File: config.mk
export PLATFORM = sky130hd
export DESIGN_NAME = fifo_uart_tx_flat
export DESIGN_NICKNAME = d
export VERILOG_FILES = /design/src/rtl/fifo_uart_tx_if.sv /design/src/rtl/fifo_uart_tx.sv /design/src/flat_wrapper.sv
export SDC_FILE = /design/constraint.sdc
export NUM_CORES = 1
export LEC_CHECK = 0
export CAP_MARGIN = 10
export CORE_ASPECT_RATIO = 0.8
export CORE_MARGIN = 10
export CORE_UTILIZATION = 49
export DETAILED_ROUTE_END_ITERATION = 6
export PLACE_DENSITY = 0.87
export SLEW_MARGIN = 20
export SYNTH_ARGS = -nofsm -noshare
export SYNTH_HDL_FRONTEND = slang
export SYNTH_SLANG_ARGS = --single-unit
File: constraint.sdc
create_clock -name clk -period 2.15 [get_ports clk]
set_input_delay 0.43 -clock clk [delete_from_list [all_inputs] [get_ports clk]]
set_output_delay 0.43 -clock clk [all_outputs]
set_load 0.02 [all_outputs]
File: src/rtl/fifo_uart_tx_if.sv
// FIFO read-port bundle between a byte FIFO and its drain-side consumer.
//
// Read handshake: the FIFO presents its head word on read_data whenever
// fifo_empty is low. The consumer pops that word by raising trigger_read
// for exactly one clock cycle. trigger_read is only ever raised after a
// cycle in which fifo_empty was sampled low, so the FIFO never sees a pop
// while it is empty. The FIFO advances its head on the rising edge that
// closes the trigger_read cycle.
interface fifo_uart_tx_if #(
  parameter int WSIZE = 8
);

  logic             fifo_empty;
  logic [WSIZE-1:0] read_data;
  logic             trigger_read;

  // Consumer side: samples the flag and the data, drives the pop strobe.
  modport master (
    input  fifo_empty,
    input  read_data,
    output trigger_read
  );

  // FIFO side: presents the flag and the head word, receives the pop strobe.
  modport slave (
    output fifo_empty,
    output read_data,
    input  trigger_read
  );

endinterface : fifo_uart_tx_if

File: src/rtl/fifo_uart_tx.sv
// FIFO-draining UART transmitter (8N1 framing, WSIZE data bits, LSB first).
//
// Whenever enabled and the FIFO holds a word, the block pops one word,
// then sends a start bit, WSIZE data bits and one stop bit, each held for
// CLKS_PER_BIT clocks. There is one idle cycle and one fetch cycle between
// frames. tx and trigger_read come straight from flops, so their next
// values are worked out from the next state.
module fifo_uart_tx #(
  parameter int WSIZE        = 8,
  parameter int CLKS_PER_BIT = 16
) (
  input  logic              clk,
  input  logic              reset,
  input  logic              enable,
  fifo_uart_tx_if.master    fifo,
  output logic              tx,
  output logic              busy,
  output logic              frame_done,
  output logic [2:0]        o_state
);

  localparam int BAUD_W = (CLKS_PER_BIT > 1) ? $clog2(CLKS_PER_BIT) : 1;
  localparam int BIT_W  = $clog2(WSIZE) + 1;

  localparam logic [BAUD_W-1:0] BAUD_LAST = BAUD_W'(CLKS_PER_BIT - 1);
  localparam logic [BIT_W-1:0]  BIT_LAST  = BIT_W'(WSIZE - 1);

  typedef enum logic [2:0] {
    S_IDLE  = 3'd0,
    S_FETCH = 3'd1,
    S_START = 3'd2,
    S_DATA  = 3'd3,
    S_STOP  = 3'd4
  } state_t;

  state_t            r_state;
  state_t            w_next_state;

  logic [BAUD_W-1:0] r_baud;
  logic [BAUD_W-1:0] w_baud_nxt;
  logic [BIT_W-1:0]  r_bit;
  logic [BIT_W-1:0]  w_bit_nxt;
  logic [WSIZE-1:0]  r_shreg;
  logic [WSIZE-1:0]  w_shreg_nxt;

  logic              r_tx;
  logic              r_trigger;
  logic              w_tx_nxt;
  logic              w_trigger_nxt;
  logic              w_busy;
  logic              w_frame_done;

  logic              w_bit_end;
  logic              w_last_bit;
  logic              w_start_req;

  // The current serial bit ends on the last baud tick.
  assign w_bit_end   = (r_baud == BAUD_LAST);
  // The last data bit is the one with index WSIZE-1.
  assign w_last_bit  = (r_bit == BIT_LAST);
  // A new frame may only begin when enabled and a word is waiting.
  assign w_start_req = enable && !fifo.fifo_empty;

  // State register. Reset abandons any frame in progress at once.
  always_ff @(posedge clk or posedge reset) begin
    if (reset) begin
      r_state <= S_IDLE;
    end else begin
      r_state <= w_next_state;
    end
  end

  // Next-state logic. fifo_empty and enable are looked at only in IDLE.
  always_comb begin
    w_next_state = r_state;
    case (r_state)
      S_IDLE: begin
        if (w_start_req) begin
          w_next_state = S_FETCH;
        end
      end
      S_FETCH: begin
        w_next_state = S_START;
      end
      S_START: begin
        if (w_bit_end) begin
          w_next_state = S_DATA;
        end
      end
      S_DATA: begin
        if (w_bit_end && w_last_bit) begin
          w_next_state = S_STOP;
        end
      end
      S_STOP: begin
        if (w_bit_end) begin
          w_next_state = S_IDLE;
        end
      end
      default: begin
        w_next_state = S_IDLE;
      end
    endcase
  end

  // Next values for the baud counter, bit counter and shift register.
  always_comb begin
    w_baud_nxt  = '0;
    w_bit_nxt   = '0;
    w_shreg_nxt = r_shreg;

    // The baud counter runs only while a bit is on the line.
    if ((r_state == S_START) || (r_state == S_DATA) || (r_state == S_STOP)) begin
      if (w_bit_end) begin
        w_baud_nxt = '0;
      end else begin
        w_baud_nxt = r_baud + 1'b1;
      end
    end

    // The bit counter advances at the end of each data bit and clears when
    // leaving DATA, so every frame starts counting from zero.
    if (r_state == S_DATA) begin
      if (w_bit_end) begin
        w_bit_nxt = w_last_bit ? '0 : (r_bit + 1'b1);
      end else begin
        w_bit_nxt = r_bit;
      end
    end

    // The head word is captured on the edge that enters FETCH, before the
    // pop takes effect. Each finished data bit is shifted out to the right.
    if ((r_state == S_IDLE) && w_start_req) begin
      w_shreg_nxt = fifo.read_data;
    end else if ((r_state == S_DATA) && w_bit_end) begin
      w_shreg_nxt = r_shreg >> 1;
    end
  end

  // Output decode. tx and trigger_read are taken from the next state so
  // that the flops hold them in step with the state register.
  always_comb begin
    w_trigger_nxt = (w_next_state == S_FETCH);
    case (w_next_state)
      S_START: w_tx_nxt = 1'b0;
      S_DATA:  w_tx_nxt = w_shreg_nxt[0];
      default: w_tx_nxt = 1'b1;
    endcase
    w_busy       = (r_state != S_IDLE);
    w_frame_done = (r_state == S_STOP) && w_bit_end;
  end

  // Datapath and registered output flops.
  always_ff @(posedge clk or posedge reset) begin
    if (reset) begin
      r_baud    <= '0;
      r_bit     <= '0;
      r_shreg   <= '0;
      r_tx      <= 1'b1;
      r_trigger <= 1'b0;
    end else begin
      r_baud    <= w_baud_nxt;
      r_bit     <= w_bit_nxt;
      r_shreg   <= w_shreg_nxt;
      r_tx      <= w_tx_nxt;
      r_trigger <= w_trigger_nxt;
    end
  end

  assign fifo.trigger_read = r_trigger;
  assign tx                = r_tx;
  assign busy              = w_busy;
  assign frame_done        = w_frame_done;
  assign o_state           = r_state;

endmodule : fifo_uart_tx

File: src/flat_wrapper.sv
// flat-port wrapper written by rule: the top's interface ports become plain ports
module fifo_uart_tx_flat 
#(
  parameter int WSIZE        = 8,
  parameter int CLKS_PER_BIT = 16
)
  (clk, reset, enable, tx, busy, frame_done, o_state, fifo_fifo_empty, fifo_read_data, fifo_trigger_read);
  fifo_uart_tx_if #(.WSIZE(WSIZE)) fifo_i ();
  input  logic clk;
  input  logic reset;
  input  logic enable;
  output logic tx;
  output logic busy;
  output logic frame_done;
  output logic [2:0] o_state;
  input wire logic [$bits(fifo_i.fifo_empty)-1:0] fifo_fifo_empty;
  input wire logic [$bits(fifo_i.read_data)-1:0] fifo_read_data;
  output wire logic [$bits(fifo_i.trigger_read)-1:0] fifo_trigger_read;
  assign fifo_i.fifo_empty = fifo_fifo_empty;
  assign fifo_i.read_data = fifo_read_data;
  assign fifo_trigger_read = fifo_i.trigger_read;
  fifo_uart_tx #(.WSIZE(WSIZE), .CLKS_PER_BIT(CLKS_PER_BIT)) u_core (.clk(clk), .reset(reset), .enable(enable), .fifo(fifo_i), .tx(tx), .busy(busy), .frame_done(frame_done), .o_state(o_state));
endmodule
==> results of run 1 <==
==> worst max path at each step <==
stage          cells after the start          to  slack (ns)         startpoint
2_1_floorplan                      4   u_core.tx        0.40  u_core.o_state[0]
3_3_place_gp                       2        busy        0.31  u_core.o_state[0]
3_5_place_dp                       4  frame_done        0.25  u_core.o_state[0]
4_1_cts                            2        busy        0.16  u_core.o_state[0]
5_1_grt                            4  frame_done        0.08  u_core.o_state[0]
6_report                           2        busy        0.16  u_core.o_state[0]
==> cells in the final DEF (no fill, tap or decap), types with 2 or more instances in the layout <==
master	Yosys	final
nand3_1	3	3
dfrtp_1	20	20
a22oi_1	6	6
inv_1	4	4
ha_1	2	2
clkbuf_4	0	3
clkdlybuf4s50_1	0	16
nand2_1	19	19
nor2b_1	2	2
o21ai_0	3	3
dlygate4sd2_1	0	2
xor2_1	2	2
nor2_1	6	6
a21oi_1	4	4
nor3_1	4	4
buf_4	0	2
==> per-layer routing <==
metal / track usage, % / vias to the layer above
li1: - / 369
met1: 11.5 / 387
met2: 18.5 / 26
met3: 4.30 / 8
met4: 5.62 / 0
met5: 0 / -
==> state kept, by name, summed over array words and instances (netlist names) <==
name,count
u_core.fifo.trigger_read,1
u_core.r_baud,4
u_core.tx,1
u_core.r_bit,4
u_core.r_shreg,8
u_core.o_state,3
==> cell families after synthesis <==
| logic type | Yosys count | synth area share, % |
|---|---|---|
| AOI/OAI and AO/OA | 18 | 15.9 |
| DFF | 21 | 53.6 |
| xor gates and xnor gates | 3 | 2.68 |
| adders and majority gates | 2 | 2.55 |
| and+or+nand+nor | 43 | 22.2 |
| buffers and inverters | 6 | 3.06 |
==> per-stage QoR <==
step	hold slack (ns)	cells
finish	0.440	139
global route	0.473	139
CTS	0.446	139
detailed placement	0.463	135
global placement	0.459	135
floorplan	0.406	93
==> report_power, final <==
group	internal (mW)	leakage [nW]	total, mW	switching [mW]
Clock	0.0724	0.0150	0.188	0.116
Sequential	0.400	0.272	0.403	0.00249
Combinational	0.0237	0.281	0.0411	0.0174
==> layout make-up <==
type                            count  area (um^2)
Clock buffer                        4         26.3
Fill cell                         164          676
Inverter                            4         15.0
Multi-Input combinational cell     66          425
Sequential cell                    21          527
Tap cell                           24         30.0
Timing Repair Buffer               20          193
==> critical path: cells and delay by family, from the launching register on <==
kind | cells | cell delay (ns)
flip-flops | 1 | 0.47
buffers and inverters | 1 | 0.34
AND/OR/NAND/NOR | 1 | 0.44
==> summary.txt, run 1 <==
final core utilization: 64.3%
core area: 1890 um^2
leading area contributor after synthesis: dfrtp_1
Crit-path slowest cell: dfrtp_1
dpl hpwl: 1.65 mm
# port buffers: 18
initial antenna violation count: 0
status: complete, no violations
Worst Hold Class: primary input to asynchronous set/reset pin
flops & latches, synth: 21
area delta synth->final: 23.8%
grt total ovfl: 0
routed wl met3: 120 um
1st-iter DRT viols: 31
CTS sink cnt: 21
CTS Buf Count: 3
setup TNS: 0 ns
Seq/Total Area, Yosys: 53.6%
synthesized netlist cell count: 93
vias in the first global route: 783
Setup crit end kind: output port
first-pass GRT wire length: 3.63 mm
Total Routing Usage GR: 10.8%
CTS clock-pin slew for the worst setup and hold paths: 0.11 ns
final non-filler cell area: 1220 um^2
Final period util: 92.5%
Crit path required time: 1.72 ns
full die area: 4210 um^2
ys flop type: dfrtp_1
worst-case clock buffer depth: 2
post-placement cell area: 1190 um^2
worst skew pair latency: 0.30 ns
metal2 WL: 1.08 mm
Avg WL per Cell: 15.6 um
share of layout cells above drive strength 1: 9.57%
vias: 790
Max stage delay on crit path: 0.47 ns
ANT cells: 0
final total power: 0.632 mW
Netlist cell types: 30
Initial Util: 51.9%
uppermost layer routed: met4
Mapped Nets: 107
largest net degree at the start of global routing: 22
post-CTS setup buffers: 0
unrepaired setup endpoints after global routing: no
final hold violation count: 0
die height: 60.0 um
Layout Skew: 0.00380 ns
top post-synthesis cells by area: dfrtp_1 51%, nand2_1 7.3%, a22oi_1 4.6%, a221oi_4 2.7%, dfstp_2 2.7%
CTS tree: built
EDFF count, synth: 0
Post-synth top cells: 20 x dfrtp_1, 19 x nand2_1, 6 x a22oi_1, 6 x nor2_1
reg2reg start: u_core.o_state[0]
FF-to-FF path depth: 4
count leader, synth: dfrtp_1
worst vdd ir: 0.000326 V
First-pass DRT Iterations: 4
via-per-instance ratio: 5.68
maxcap violations: 0
CP arrival: 1.56 ns
routed metal-1 wirelength: 903 um
Netlist Area Pre-Place: 982 um^2
die width: 70.1 um
P_leak: 0.567 nW
Fmax: 503 MHz
min setup slack post-route: 0.162 ns
# setup viols final: 0
worst slew pin tran: 0.440 ns
Rel. slew slack: 70.6%
crit path time final: 1.99 ns
Pwr Density: 520 nW/um^2
I/O pins: 19
Place WS: 0.254 ns
Synth top area share: 51.0%
crit-path max FO: 8
gpl congestion: 0.851
cells along the critical path: or3_4 -> dlygate4sd2_1
Async SR Flop Fraction: 100%
crit path kind: flip-flop to output port
DRC viols: 0
reg2reg setup slack: 0.41 ns
Slew Viols, Final: 0
Post-CTS Resized: 2
H-tree levels: 1
clock root buffer: clkbuf_4
CP startpoint kind: flip-flop
row count: 14
cts hold-fix bufs: 0
antenna-violating nets left: 0
YS warnings: 0
aggregate routed wire length: 2.17 mm
post-synthesis average cell area: 10.6 um^2
Nets: 130
r2r endpoint: u_core.tx
(Power assumes the default switching activity.)
==> inputs of run 2 (changes only) <==
- CTS_CLUSTER_SIZE: default -> 14
==> results of run 2 <==
Final layout, timing and power as in run 1 (identical DEF).
==> inputs of run 3 (changes only) <==
- ABC_AREA: default -> 1
- RECOVER_POWER: default -> 50
==> run 3 against run 2 <==
  * Die area increased by 1.2%
  * Synthesized cell count up 16%
  * Core utilization up 0.065 points
  * Fmax decreased by 2.9%
  * Clock power is 5% higher
  * Global-route usage about the same
  * Cell count increased by 12%
  * Sequential power is 2% lower
  * Synthesized area is 1.8% higher
  * Critical path type unchanged
  * Largest cell class unchanged
  * Highest routed layer unchanged
==> summary.txt, run 3 <==
ANT cells: 0 (unchanged)
H-tree levels: 1 (unchanged)
via-per-instance ratio: 5.41 (was 5.68)
Nets: 146 (was 130)
crit-path max FO: 5 (was 8)
crit path time final: 2.05 ns (was 1.99 ns)
leading registers by flop count: u_core.r_shreg: 8 flops, u_core.r_baud: 4 flops, u_core.r_bit: 4 flops (unchanged)
final hold violation count: 0 (unchanged)
Layout Skew: 0.0137 ns (was 0.00380 ns)
Pwr Density: 505 nW/um^2 (was 520 nW/um^2)
Setup crit end kind: output port (unchanged)
vias: 839 (was 790)
largest net degree at the start of global routing: 22 (unchanged)
Top reg by flops: u_core.r_shreg (unchanged)
CP arrival: 1.62 ns (was 1.56 ns)
ys flop type: dfrtp_1 (unchanged)
Netlist cell types: 26 (was 30)
row count: 14 (unchanged)
Netlist Area Pre-Place: 1000 um^2 (was 982 um^2)
# setup viols final: 0 (unchanged)
worst skew pair latency: 0.31 ns (was 0.30 ns)
Place WS: 0.0897 ns (was 0.254 ns)
YS warnings: 0 (unchanged)
EDFF count, synth: 0 (unchanged)
grt total ovfl: 0 (unchanged)
crit path kind: flip-flop to output port (unchanged)
setup TNS: 0 ns (unchanged)
Max stage delay on crit path: 0.54 ns (was 0.47 ns)
CTS sink cnt: 21 (unchanged)
Seq/Total Area, Yosys: 52.7% (was 53.6%)
Post-synth top cells: 25 x nand2_1, 20 x dfrtp_1, 12 x nand3_1 (was 20 x dfrtp_1, 19 x nand2_1, 6 x a22oi_1, 6 x nor2_1)
first-pass GRT wire length: 3.83 mm (was 3.63 mm)
most common cell after layout, fill and taps aside: nand2_1 (was dfrtp_1)
Worst path top cell family by delay: buffers and inverters (was flip-flops)
full die area: 4260 um^2 (was 4210 um^2)
Async SR Flop Fraction: 100% (unchanged)
CP startpoint kind: flip-flop (unchanged)
dpl hpwl: 1.71 mm (was 1.65 mm)
share of layout cells above drive strength 1: 10.7% (was 9.57%)
Avg WL per Cell: 14.3 um (was 15.6 um)
commonest non-fill, non-tap cells in the layout: 25 x nand2_1, 20 x dfrtp_1, 16 x clkdlybuf4s50_1, 12 x nand3_1, 10 x inv_1 (was 20 x dfrtp_1, 19 x nand2_1, 16 x clkdlybuf4s50_1, 6 x nor2_1, 6 x a22oi_1)
flops & latches, synth: 21 (unchanged)
Mapped Nets: 122 (was 107)
die height: 60.4 um (was 60.0 um)
Initial Util: 52.4% (was 51.9%)
vias in the first global route: 865 (was 783)
max reg flops: 8 (unchanged)
CTS tree: built (unchanged)
# port buffers: 18 (unchanged)
Final period util: 95.2% (was 92.5%)
Worst Hold Class: flip-flop to flip-flop (was primary input to asynchronous set/reset pin)
CTS Buf Count: 3 (unchanged)
maxcap violations: 0 (unchanged)
I/O pins: 19 (unchanged)
gpl congestion: 0.823 (was 0.851)
cts hold-fix bufs: 0 (unchanged)
CTS clock-pin slew for the worst setup and hold paths: 0.13 ns (was 0.11 ns)
First-pass DRT Iterations: 5 (was 4)
cells along the critical path: nor2_2 -> nand2_1 -> clkdlybuf4s50_1 (was or3_4 -> dlygate4sd2_1)
top post-synthesis cells by area: dfrtp_1 50%, nand2_1 9.4%, nand3_1 6.0%, o211ai_1 4.5%, inv_1 3.4% (was dfrtp_1 51%, nand2_1 7.3%, a22oi_1 4.6%, a221oi_4 2.7%, dfstp_2 2.7%)
core area: 1910 um^2 (was 1890 um^2)
CP bufs+invs: 1 (unchanged)
count leader, synth: nand2_1 (was dfrtp_1)
post-CTS setup buffers: 0 (unchanged)
Slew Viols, Final: 0 (unchanged)
worst vdd ir: 0.000376 V (was 0.000326 V)
1st-iter DRT viols: 51 (was 31)
worst-case clock buffer depth: 2 (unchanged)
initial antenna violation count: 0 (unchanged)
synthesized netlist cell count: 108 (was 93)
Crit-path slowest cell: clkdlybuf4s50_1 (was dfrtp_1)
Crit path required time: 1.72 ns (about the same)
status: complete, no violations (unchanged)
post-synthesis average cell area: 9.26 um^2 (was 10.6 um^2)
antenna-violating nets left: 0 (unchanged)
clock root buffer: clkbuf_4 (unchanged)
worst slew pin tran: 1.12 ns (was 0.440 ns)
leading area contributor after synthesis: dfrtp_1 (unchanged)
die width: 70.5 um (was 70.1 um)
Synth top area share: 50.1% (was 51.0%)
Fmax: 489 MHz (was 503 MHz)
Total Routing Usage GR: 10.8% (about the same)
area delta synth->final: 22.9% (was 23.8%)
DRC viols: 0 (unchanged)
aggregate routed wire length: 2.22 mm (was 2.17 mm)
P_leak: 0.579 nW (was 0.567 nW)
unrepaired setup endpoints after global routing: no (unchanged)
min setup slack post-route: 0.103 ns (was 0.162 ns)
Rel. slew slack: 25.4% (was 70.6%)
[run 3: stage by stage]
| stage | area (um^2) | power, mW | util [%] | instances | hold slack (ns) |
|---|---|---|---|---|---|
| 4_1_cts | 1240 | 0.627 | 65.1 | 155 | 0.444 |
| 3_5_place_dp | 1220 | 0.433 | 63.8 | 151 | 0.471 |
| 3_3_place_gp | 1220 | 0.432 | 63.8 | 151 | 0.454 |
| 6_report | 1230 | 0.620 | 64.4 | 155 | 0.485 |
| 5_1_grt | 1230 | 0.652 | 64.4 | 155 | 0.512 |
| 2_1_floorplan | 1000 | 0.410 | - | 108 | 0.406 |
[run 3: worst paths after layout]
check | endpoint | cells after the start | slack [ns] | from
max reg2reg | u_core.r_shreg[2] | 6 | 0.66 | u_core.o_state[1]
min in group asynchronous | u_core.r_bit[2] | 3 | 0.89 | reset
max in group asynchronous | u_core.r_shreg[6] | 3 | 0.58 | reset
min reg2reg | u_core.r_baud[0] | 1 | 0.49 | u_core.r_baud[0]
min | u_core.r_baud[0] | 1 | 0.49 | u_core.r_baud[0]
max | busy | 3 | 0.10 | u_core.o_state[1]
[run 3: what timing repair did]
action | in CTS | in global routing
hold endpoints to repair | 0 | 0
setup endpoints to repair | 1 | 1
gates resized for setup | 1 | 2
pin swaps | 0 | 0
[run 3: layout make-up]
cell class,count,area (um^2)
fill,160,681
clock buffer,3,22.5
tap,24,30.0
sequential,21,527
inverter,12,45.0
multi-input combinational,75,420
timing repair buffer,19,179
clock inverter,1,5.00
[run 3: kinds of logic after synthesis]
logic type	after synthesis	share of synthesized area, %
adder cells (fa/ha/maj)	2	2.50
flip-flops	21	52.7
AND/OR/NAND/NOR	57	29.3
XOR/XNOR	2	1.75
AO/OA/AOI/OAI	14	9.26
buffers and inverters	12	4.51
[run 3: worst register-to-register path: stages (launching register included)]
cell      delay [ns]
dfrtp_1         0.47
nand2_1         0.10
nor2_1          0.33
nand2_4         0.17
inv_2           0.15
nand2_1         0.08
o211ai_1        0.11
[run 3: metal layers]
metal  part of all wire [%]  track usage (%)  routed length, um  up-vias
li1                       -                -                  -      403
met1                     41             11.8                915      402
met2                     50             19.8               1120       32
met3                    8.2             5.22                183        2
met4                   0.18            0.843                  4        0
met5                      0                0                  0        -
[run 3: power by group]
part | switching, mW | internal (mW) | total [mW]
combinational | 0.0111 | 0.0178 | 0.0289
sequential | 0 | 0.395 | 0.395
clock | 0.127 | 0.0696 | 0.197
